## config.mk

```make
export PLATFORM = sky130hd
export DESIGN_NAME = uart_rx_oversampled
export DESIGN_NICKNAME = d
export VERILOG_FILES = /design/src/rtl/uart_pkg.sv /design/src/rtl/uart_rx_bit_sampler.sv /design/src/rtl/uart_rx_oversampled.sv
export SDC_FILE = /design/constraint.sdc
export NUM_CORES = 1
export LEC_CHECK = 0
export CAP_MARGIN = 20
export CORE_MARGIN = 10
export CORE_UTILIZATION = 30
export CTS_CLUSTER_SIZE = 10
export DETAILED_ROUTE_END_ITERATION = 6
export GPL_ROUTABILITY_DRIVEN = 0
export HOLD_SLACK_MARGIN = 0.02
export MAX_ROUTING_LAYER = met4
export PLACE_DENSITY_LB_ADDON = 0.2
export SKIP_LAST_GASP = 1
export SYNTH_ARGS = -nofsm -noshare
export SYNTH_HDL_FRONTEND = slang
export SYNTH_SLANG_ARGS = --single-unit
```

## constraint.sdc

```tcl
create_clock -name clk -period 1.65 [get_ports clk]
set_input_delay 0.4125 -clock clk [delete_from_list [all_inputs] [get_ports clk]]
set_output_delay 0.4125 -clock clk [all_outputs]
set_load 0.02 [all_outputs]
```

## src/rtl/uart_pkg.sv

```systemverilog
// rtl/uart_pkg.sv - shared UART constants, RX state type and sample vote helper
package uart_pkg;

  localparam int OVERSAMPLE_DEFAULT = 16;
  localparam int SAMPLE_LO          = 7;
  localparam int SAMPLE_MID         = 8;
  localparam int SAMPLE_HI          = 9;

  typedef enum logic [2:0] {
    ST_IDLE,
    ST_START,
    ST_DATA,
    ST_PARITY,
    ST_STOP
  } uart_rx_state_t;

  function automatic logic majority3(input logic a, input logic b, input logic c);
    return (a & b) | (a & c) | (b & c);
  endfunction

endpackage

```

## src/rtl/uart_rx_bit_sampler.sv

```systemverilog
// rtl/uart_rx_bit_sampler.sv - rx synchronizer, per-bit sample counter and 3-sample majority vote
module uart_rx_bit_sampler
  import uart_pkg::*;
#(
  parameter int OVERSAMPLE = OVERSAMPLE_DEFAULT
) (
  input  logic clk,
  input  logic reset,
  input  logic uart_tick,
  input  logic rx,
  input  logic i_run,
  output logic o_rx_sync,
  output logic o_bit_val,
  output logic o_bit_strobe,
  output logic o_bit_end
);

  localparam int SW = $clog2(OVERSAMPLE);
  localparam logic [SW-1:0] LP_LO  = SW'(SAMPLE_LO);
  localparam logic [SW-1:0] LP_MID = SW'(SAMPLE_MID);
  localparam logic [SW-1:0] LP_HI  = SW'(SAMPLE_HI);
  localparam logic [SW-1:0] LP_END = SW'(OVERSAMPLE - 1);

  logic [1:0]    r_sync;
  logic [SW-1:0] r_scnt;
  logic          r_s_lo;
  logic          r_s_mid;
  logic          w_at_end;

  assign w_at_end = (r_scnt == LP_END);

  always_ff @(posedge clk or negedge reset) begin
    if (!reset) begin
      r_sync <= 2'b11;
    end else begin
      r_sync <= {r_sync[0], rx};
    end
  end

  // i_run reflects the FSM's next state, so the start tick lands on scnt=1
  always_ff @(posedge clk or negedge reset) begin
    if (!reset) begin
      r_scnt  <= '0;
      r_s_lo  <= 1'b1;
      r_s_mid <= 1'b1;
    end else if (uart_tick) begin
      if (!i_run || w_at_end) begin
        r_scnt <= '0;
      end else begin
        r_scnt <= r_scnt + 1'b1;
      end
      if (r_scnt == LP_LO) begin
        r_s_lo <= r_sync[1];
      end
      if (r_scnt == LP_MID) begin
        r_s_mid <= r_sync[1];
      end
    end
  end

  assign o_rx_sync    = r_sync[1];
  assign o_bit_val    = majority3(r_s_lo, r_s_mid, r_sync[1]);
  assign o_bit_strobe = uart_tick & (r_scnt == LP_HI);
  assign o_bit_end    = uart_tick & w_at_end;

endmodule

```

## src/rtl/uart_rx_oversampled.sv

```systemverilog
// rtl/uart_rx_oversampled.sv - 16x oversampled UART receiver with one-entry valid/ack output
// Define UART_RX_PARITY_EN to add a parity bit, PARITY_ODD and the parity_err pulse.
module uart_rx_oversampled
  import uart_pkg::*;
#(
  parameter int DATA_BITS  = 8,
  parameter int OVERSAMPLE = OVERSAMPLE_DEFAULT
`ifdef UART_RX_PARITY_EN
  ,
  parameter bit PARITY_ODD = 1'b0
`endif
) (
  input  logic                 clk,
  input  logic                 reset,
  input  logic                 uart_tick,
  input  logic                 rx,
  output logic [DATA_BITS-1:0] rx_data,
  output logic                 rx_valid,
  input  logic                 rx_ack,
  output logic                 frame_err,
  output logic                 overrun
`ifdef UART_RX_PARITY_EN
  ,
  output logic                 parity_err
`endif
);

  localparam int IW = (DATA_BITS > 1) ? $clog2(DATA_BITS) : 1;
  localparam logic [IW-1:0] LP_LAST = IW'(DATA_BITS - 1);

  uart_rx_state_t       r_state;
  uart_rx_state_t       w_next_state;
  logic [DATA_BITS-1:0] r_shreg;
  logic [DATA_BITS-1:0] r_data;
  logic [IW-1:0]        r_bit_idx;
  logic                 r_valid;
  logic                 r_overrun;
  logic                 r_frame_err;
  logic                 w_rx_sync;
  logic                 w_bit_val;
  logic                 w_bit_strobe;
  logic                 w_bit_end;
  logic                 w_shift;
  logic                 w_stop_decide;
  logic                 w_frame_bad;
  logic                 w_good;
  logic                 w_par_bad;

  uart_rx_bit_sampler #(
    .OVERSAMPLE(OVERSAMPLE)
  ) u_sampler (
    .clk         (clk),
    .reset       (reset),
    .uart_tick   (uart_tick),
    .rx          (rx),
    .i_run       (w_next_state != ST_IDLE),
    .o_rx_sync   (w_rx_sync),
    .o_bit_val   (w_bit_val),
    .o_bit_strobe(w_bit_strobe),
    .o_bit_end   (w_bit_end)
  );

  always_ff @(posedge clk or negedge reset) begin
    if (!reset) begin
      r_state <= ST_IDLE;
    end else begin
      r_state <= w_next_state;
    end
  end

  always_comb begin
    w_next_state = r_state;
    unique case (r_state)
      ST_IDLE: begin
        if (uart_tick && !w_rx_sync) w_next_state = ST_START;
      end
      ST_START: begin
        if (w_bit_strobe && w_bit_val) w_next_state = ST_IDLE;
        else if (w_bit_end)            w_next_state = ST_DATA;
      end
      ST_DATA: begin
`ifdef UART_RX_PARITY_EN
        if (w_bit_end && r_bit_idx == LP_LAST) w_next_state = ST_PARITY;
`else
        if (w_bit_end && r_bit_idx == LP_LAST) w_next_state = ST_STOP;
`endif
      end
      ST_PARITY: begin
        if (w_bit_end) w_next_state = ST_STOP;
      end
      ST_STOP: begin
        // leave mid stop bit so the next start edge is never missed
        if (w_bit_strobe) w_next_state = ST_IDLE;
      end
      default: w_next_state = ST_IDLE;
    endcase
  end

  always_comb begin
    w_shift       = 1'b0;
    w_stop_decide = 1'b0;
    w_frame_bad   = 1'b0;
    w_good        = 1'b0;
    w_shift       = (r_state == ST_DATA) && w_bit_strobe;
    w_stop_decide = (r_state == ST_STOP) && w_bit_strobe;
    w_frame_bad   = w_stop_decide && !w_bit_val;
    w_good        = w_stop_decide && w_bit_val && !w_par_bad;
  end

  always_ff @(posedge clk or negedge reset) begin
    if (!reset) begin
      r_shreg   <= '0;
      r_bit_idx <= '0;
    end else begin
      if (w_shift) begin
        r_shreg <= {w_bit_val, r_shreg[DATA_BITS-1:1]};
      end
      if (r_state == ST_START && w_bit_end) begin
        r_bit_idx <= '0;
      end else if (r_state == ST_DATA && w_bit_end && r_bit_idx != LP_LAST) begin
        r_bit_idx <= r_bit_idx + 1'b1;
      end
    end
  end

`ifdef UART_RX_PARITY_EN
  logic r_par_bit;
  logic r_parity_err;

  assign w_par_bad  = r_par_bit ^ (^r_shreg) ^ PARITY_ODD;
  assign parity_err = r_parity_err;

  always_ff @(posedge clk or negedge reset) begin
    if (!reset) begin
      r_par_bit    <= 1'b0;
      r_parity_err <= 1'b0;
    end else begin
      if (r_state == ST_PARITY && w_bit_strobe) begin
        r_par_bit <= w_bit_val;
      end
      r_parity_err <= w_stop_decide && w_par_bad;
    end
  end
`else
  assign w_par_bad = 1'b0;
`endif

  // an ack in the same cycle frees the slot, so a held ack never overruns
  always_ff @(posedge clk or negedge reset) begin
    if (!reset) begin
      r_data      <= '0;
      r_valid     <= 1'b0;
      r_overrun   <= 1'b0;
      r_frame_err <= 1'b0;
    end else begin
      r_frame_err <= w_frame_bad;
      if (rx_ack) begin
        r_overrun <= 1'b0;
      end
      if (w_good) begin
        if (!r_valid || rx_ack) begin
          r_data  <= r_shreg;
          r_valid <= 1'b1;
        end else begin
          r_overrun <= 1'b1;
        end
      end else if (rx_ack) begin
        r_valid <= 1'b0;
      end
    end
  end

  assign rx_data   = r_data;
  assign rx_valid  = r_valid;
  assign overrun   = r_overrun;
  assign frame_err = r_frame_err;

endmodule

```

======== After elaboration in Yosys (flattened, before gate mapping) ========
Cells that the tools add are included.
storage, ports and cells
  register bits after elaboration ......... 33
  logic and storage cells ................. 71
  bits of input ports ..................... 5
operators by class
  muxes and demuxes ....................... 16
  equal/unequal tests ..................... 11
  reductions and logical operators ........ 24
  add/sub/neg operators ................... 2
  bitwise gates (word level) .............. 7
operator list
  kind                                                 number
  2-to-1 mux 3 bit                                     8
  one-hot mux 3 bit (5 select lines)                   1
  equality test 4 bit, second input constant           3
  logical AND 1 bit                                    10
  AND reduction 2 bit                                  4
  equality test 3 x 2 -> 1 bit, second input constant  2
  equality test 3 bit, second input constant           2
  2-to-1 mux 1 bit                                     6
  bitwise AND 1 bit                                    5
  adder 4 x 1 -> 4 bit, second input constant          1
  equality test 4 x 3 -> 1 bit, second input constant  1
  logical NOT 1 bit                                    4
  2-to-1 mux 4 bit                                     1
  nonzero test 2 bit                                   2
  adder 3 x 1 -> 3 bit, second input constant          1
  equality test 3 x 1 -> 1 bit, second input constant  1
  logical NOT 3 bit                                    1
  != test 3 bit, second input constant                 1
  nonzero test 3 bit                                   1
  logical OR 1 bit                                     2
  != test 2 x 1 -> 1 bit, second input constant        1
  OR 1 bit                                             2

======== Longest topological paths before layout ========
  word-level depth ........................ 10
  depth in mapped cells ................... 7
  mapped depth without buffers ............ 7

======== By module ========
A second synthesis with hierarchy kept.
unflattened totals
  cell total of the unflattened synthesis .. 112
  area, all modules ....................... 1502.7 um2
modules (own cells, without submodules)
  module               area each (um2)  cells an instance  instances  sequential area each (um2)
  uart_rx_oversampled  1101.1           76                 1          625.6
  uart_rx_bit_sampler  401.6            36                 1          205.2

======== Worst setup path after synthesis ========
OpenSTA, ideal clock, no wires.
  path kind ............................... flip-flop to flip-flop
  from .................................... register u_sampler.r_scnt[0]
  to ...................................... register u_sampler.r_scnt[3]
  stages on the path, launching flop included .. 7
  setup time .............................. 73 ps
  slack ................................... -139 ps
  arrival time ............................ 1716 ps
  data required time ...................... 1577 ps
  clock period less this slack ............ 1789 ps
  cells stage by stage .................... dfrtp_1 -> ha_1 -> and4_2 -> a311o_1 -> and4_4 -> a31o_4 -> a21oi_2
between the ends
  cells in the longest elaborated chain, start to end .. 9
RTL lines
  element                                   line                                                  source
  from (decl)                               uart_rx_bit_sampler.sv:25                             logic [SW-1:0] r_scnt;
  from (signal assigned)                    uart_rx_bit_sampler.sv:50                             r_scnt <= r_scnt + 1'b1;
  equality test 4 bit (on tied branches)    uart_rx_bit_sampler.sv:30, uart_rx_bit_sampler.sv:63
  bitwise AND 1 bit (on tied branches)      uart_rx_bit_sampler.sv:64, uart_rx_bit_sampler.sv:63
  2-to-1 mux 3 bit (tied with other cells)  uart_rx_oversampled.sv:79                             else if (w_bit_end) w_next_state = ST_DATA;
  2-to-1 mux 3 bit (on tied branches)       uart_rx_oversampled.sv:78, uart_rx_oversampled.sv:85
  one-hot mux 3 bit (5 select lines)        uart_rx_oversampled.sv:73                             unique case (r_state)
  nonzero test 3 bit                        uart_rx_oversampled.sv:56                             .i_run (w_next_state != ST_IDLE),
  logical NOT 1 bit                         uart_rx_bit_sampler.sv:47                             if (!i_run || w_at_end) begin
  logical OR 1 bit                          uart_rx_bit_sampler.sv:47
  2-to-1 mux 4 bit (*)                      uart_rx_bit_sampler.sv:47
Mark *: on every way between the ends. The rest lies on a longest branch, timed or not.
A chain may end at the register's enable or synchronous reset.

======== Worst setup path in the final report ========
  from .................................... register u_sampler.r_scnt[0]
  to ...................................... register u_sampler.r_scnt[0]
The elaborated chain is that of the path after synthesis.

==> flow_summary.toml <==
[status]
status = "complete, but fails checks"
violations = "setup timing"

[floorplanning]
initial_core_util_pct = 31.1
fp-row-count = 25
coreArea_sq_mm = 0.00475
die_area_sq_mm = 0.00813
ios = 16
die_h_um = 90.2
die_w_um = 90.2

[route]
drtIter0Drc = 36
num_vias = 1026
drc = 0
dr.pass1.iters = 4
wire_per_inst_um = 13.0
vias_per_cell = 4.60
drt-total-wl_um = 2890
drtAntennaViolNets = 0

[finish]
diodes = 0
drive_above_1_share_pct = 41.7
finish.net_count = 165
final_cells = 223
n_fill_cell = 468
areaGrowthSynthToFinish_pct = 35.1

[pwr]
p_comb_share_pct = 29.6
pwr-share-clk_pct = 25.0
switching_share_pct = 31.1
power.leakage_nw = 1.03
internal_power_mw = 1.61
peakVddDrop_mv = 0.635
pwr-share-seq_pct = 45.4
p_sw_mw = 0.725
power.density_mw_per_mm2 = 1170

[synth]
synthArstFlopShare_pct = 100
syn_area_sq_mm = 0.00148
synthesis.nets = 127
synth_area_leaders = "dfrtp_1 49%, mux2_2 14%, dfstp_2 7.1%"
synth_edf_count = 0
syn_area_per_cell_sq_um = 12.6
ys_seq_elements = 33
ys_seq_area_share_pct = 56.3
ys.flop_type = "dfrtp_1"
synthCells = 117
yosys.area.top_type = "dfrtp_1"
synth.distinct_cells = 34
synth_top_area_share_pct = 49.2
netlist_top_cells_count = "29 x dfrtp_1, 18 x mux2_2, 9 x nor2_1, 6 x nand2_1"
yosysWarnings = 0
yosysMostFrequentCell = "dfrtp_1"

[timing]
slew_headroom_pct = 83.8
setup_ws_ns = -0.0926
finalCriticalPeriod_ns = 1.74
finalSetupViolCount = 12
hold_violations = 0
skew_ns = 0.00493
clock.fmax_mhz = 574
fin_crit_sh_pct = 106
hold_ws_ns = 0.357
maxSlewViolCount = 0
rsz0062_at_grt = "true"
tightest_slew_ns = 0.243

[global_route]
grt_pass1_vias = 1099
grt_max_degree = 34
grt_overflow_total = 0
grt.total_usage_pct = 7.43
grt_antenna_before_repair = 0
grt_first_pass_wirelength_um = 4890

[critical_path]
start_kind = "flip-flop"
worst_ep_arrival_time_ns = 1.96
setup.worst_path.start = "u_sampler.r_scnt[0]$_DFFE_PN0P_"
cp.required_ns = 1.86
r2r-start = "u_sampler.r_scnt[0]$_DFFE_PN0P_"
crit_type = "flip-flop to flip-flop"
worst_setup_path_end_kind = "flip-flop"
cp_max_fo = 3
ff2ff_setup_slack_ns = -0.09

[placement]
post-dp-hpwl_um = 2000
io_buffers = 15
dp.cells = 208

[clock_tree]
root_buffer = "clkbuf_8"
numCtsBuffers = 5
clk_pin_slew_ns = 0.06
clock_sinks = 33
insertion_delay_ns = 0.29
h-tree-depth = 2
clockBufferDepth = 2
ctsHoldBuffers = 0
cts_tree = "built"

[hold_path]
hold_start = "u_sampler.r_sync[0]$_DFF_PN1_"
hp-class = "flip-flop to flip-flop"

[run]
maxCapViolCount = 0
-- power by group through the flow --
stage | Combinational [mW] | Sequential [mW] | Clock [mW]
final | 0.689 | 1.06 | 0.584
after global routing | 0.760 | 1.07 | 0.643
after CTS | 0.624 | 1.03 | 0.607
after detailed placement | 0.557 | 1.04 | 0
after global placement | 0.543 | 1.04 | 0
after floorplan | 0.351 | 1.03 | 0
-- final timing paths --
kind / end / depth (start not counted)
max: u_sampler.r_scnt[0]$_DFFE_PN0P_ / 6
min: u_sampler.r_sync[1]$_DFF_PN1_ / 0
max reg2reg: u_sampler.r_scnt[0]$_DFFE_PN0P_ / 6
min reg2reg: u_sampler.r_sync[1]$_DFF_PN1_ / 0
max in group asynchronous: u_sampler.r_sync[0]$_DFF_PN1_ / 2
min in group asynchronous: rx_data[7]$_DFFE_PN0P_ / 2
-- worst max-delay path, cell delays in order, from the launching register on --
cell	delay (ns)
dfrtp_2	0.46
ha_4	0.18
and4_4	0.17
a311o_1	0.34
and4_4	0.18
a31o_4	0.23
o21ai_2	0.12
-- sequential cells by signal (all words and copies together), names as in the netlist --
| register | count |
|---|---|
| frame_err | 1 |
| overrun | 1 |
| r_bit_idx | 3 |
| r_shreg | 8 |
| r_state | 3 |
| rx_data | 8 |
| rx_valid | 1 |
| u_sampler.r_s_lo | 1 |
| u_sampler.r_s_mid | 1 |
| u_sampler.r_scnt | 4 |
| u_sampler.r_sync | 2 |
-- repair_timing --
item | in CTS | in global routing
endpoints found under the setup margin | 30 | 21
pin swaps | 1 | 8
resized for setup | 15 | 6
setup buffers | 3 | 4
-- logic make-up (layout without fill, tap and decap cells) --
logic type / after synthesis / count (layout) / share of synthesized area [%]
buffers and inverters: 7 / 46 / 2.03
adders and majority gates: 6 / 6 / 5.00
DFF: 33 / 33 / 56.3
muxes: 20 / 20 / 15.1
and+or+nand+nor: 37 / 37 / 13.8
xor gates and xnor gates: 2 / 2 / 1.19
AOI/OAI and AO/OA: 12 / 12 / 6.61
-- per-layer routing --
layer | GRT usage [%] | part of all wire, % | vias to the layer above
li1 | - | - | 486
met1 | 7.35 | 44 | 519
met2 | 12.4 | 50 | 19
met3 | 2.91 | 5.3 | 2
met4 | 3.98 | 0.66 | 0
met5 | - | 0 | -
-- cell type report --
| cell class | instances | area (sq um) | share of cell area, % |
|---|---|---|---|
| repair buffers | 33 | 287 | 14.4 |
| flip-flops and latches | 33 | 833 | 41.8 |
| well taps | 67 | 83.8 | 4.20 |
| clock inverters | 2 | 10.0 | 0.502 |
| clock buffers | 6 | 72.6 | 3.64 |
| inverters | 5 | 18.8 | 0.941 |
| multi-input cells | 77 | 689 | 34.6 |
-- cells in the final DEF, fill, tap and decap left out, types with 3 or more instances in the layout --
master / instances
nor2_1: 9
dlygate4sd2_1: 11
buf_4: 17
mux2_4: 5
nand3_1: 3
clkdlybuf4s50_1: 3
clkbuf_8: 5
mux2_2: 13
dfstp_2: 4
nand2_1: 6
ha_1: 3
inv_1: 4
dfrtp_1: 27
nand2b_1: 4
-- per-stage QoR --
step / util [%] / TNS [ns] / cell area (sq um) / setup WS (ns) / power (mW)
detailed placement: 38.5 / -10.46 / 1830 / -0.457 / 1.60
global route: 41.9 / -1.59 / 1990 / -0.154 / 2.47
floorplan: - / -0.0149 / 1520 / -0.0149 / 1.39
global placement: 38.5 / -9.22 / 1830 / -0.413 / 1.58
finish: 41.9 / -0.804 / 1990 / -0.0926 / 2.33
CTS: 40.9 / -0.545 / 1950 / -0.0781 / 2.26
No activity file was read; power rests on OpenSTA's default activity.
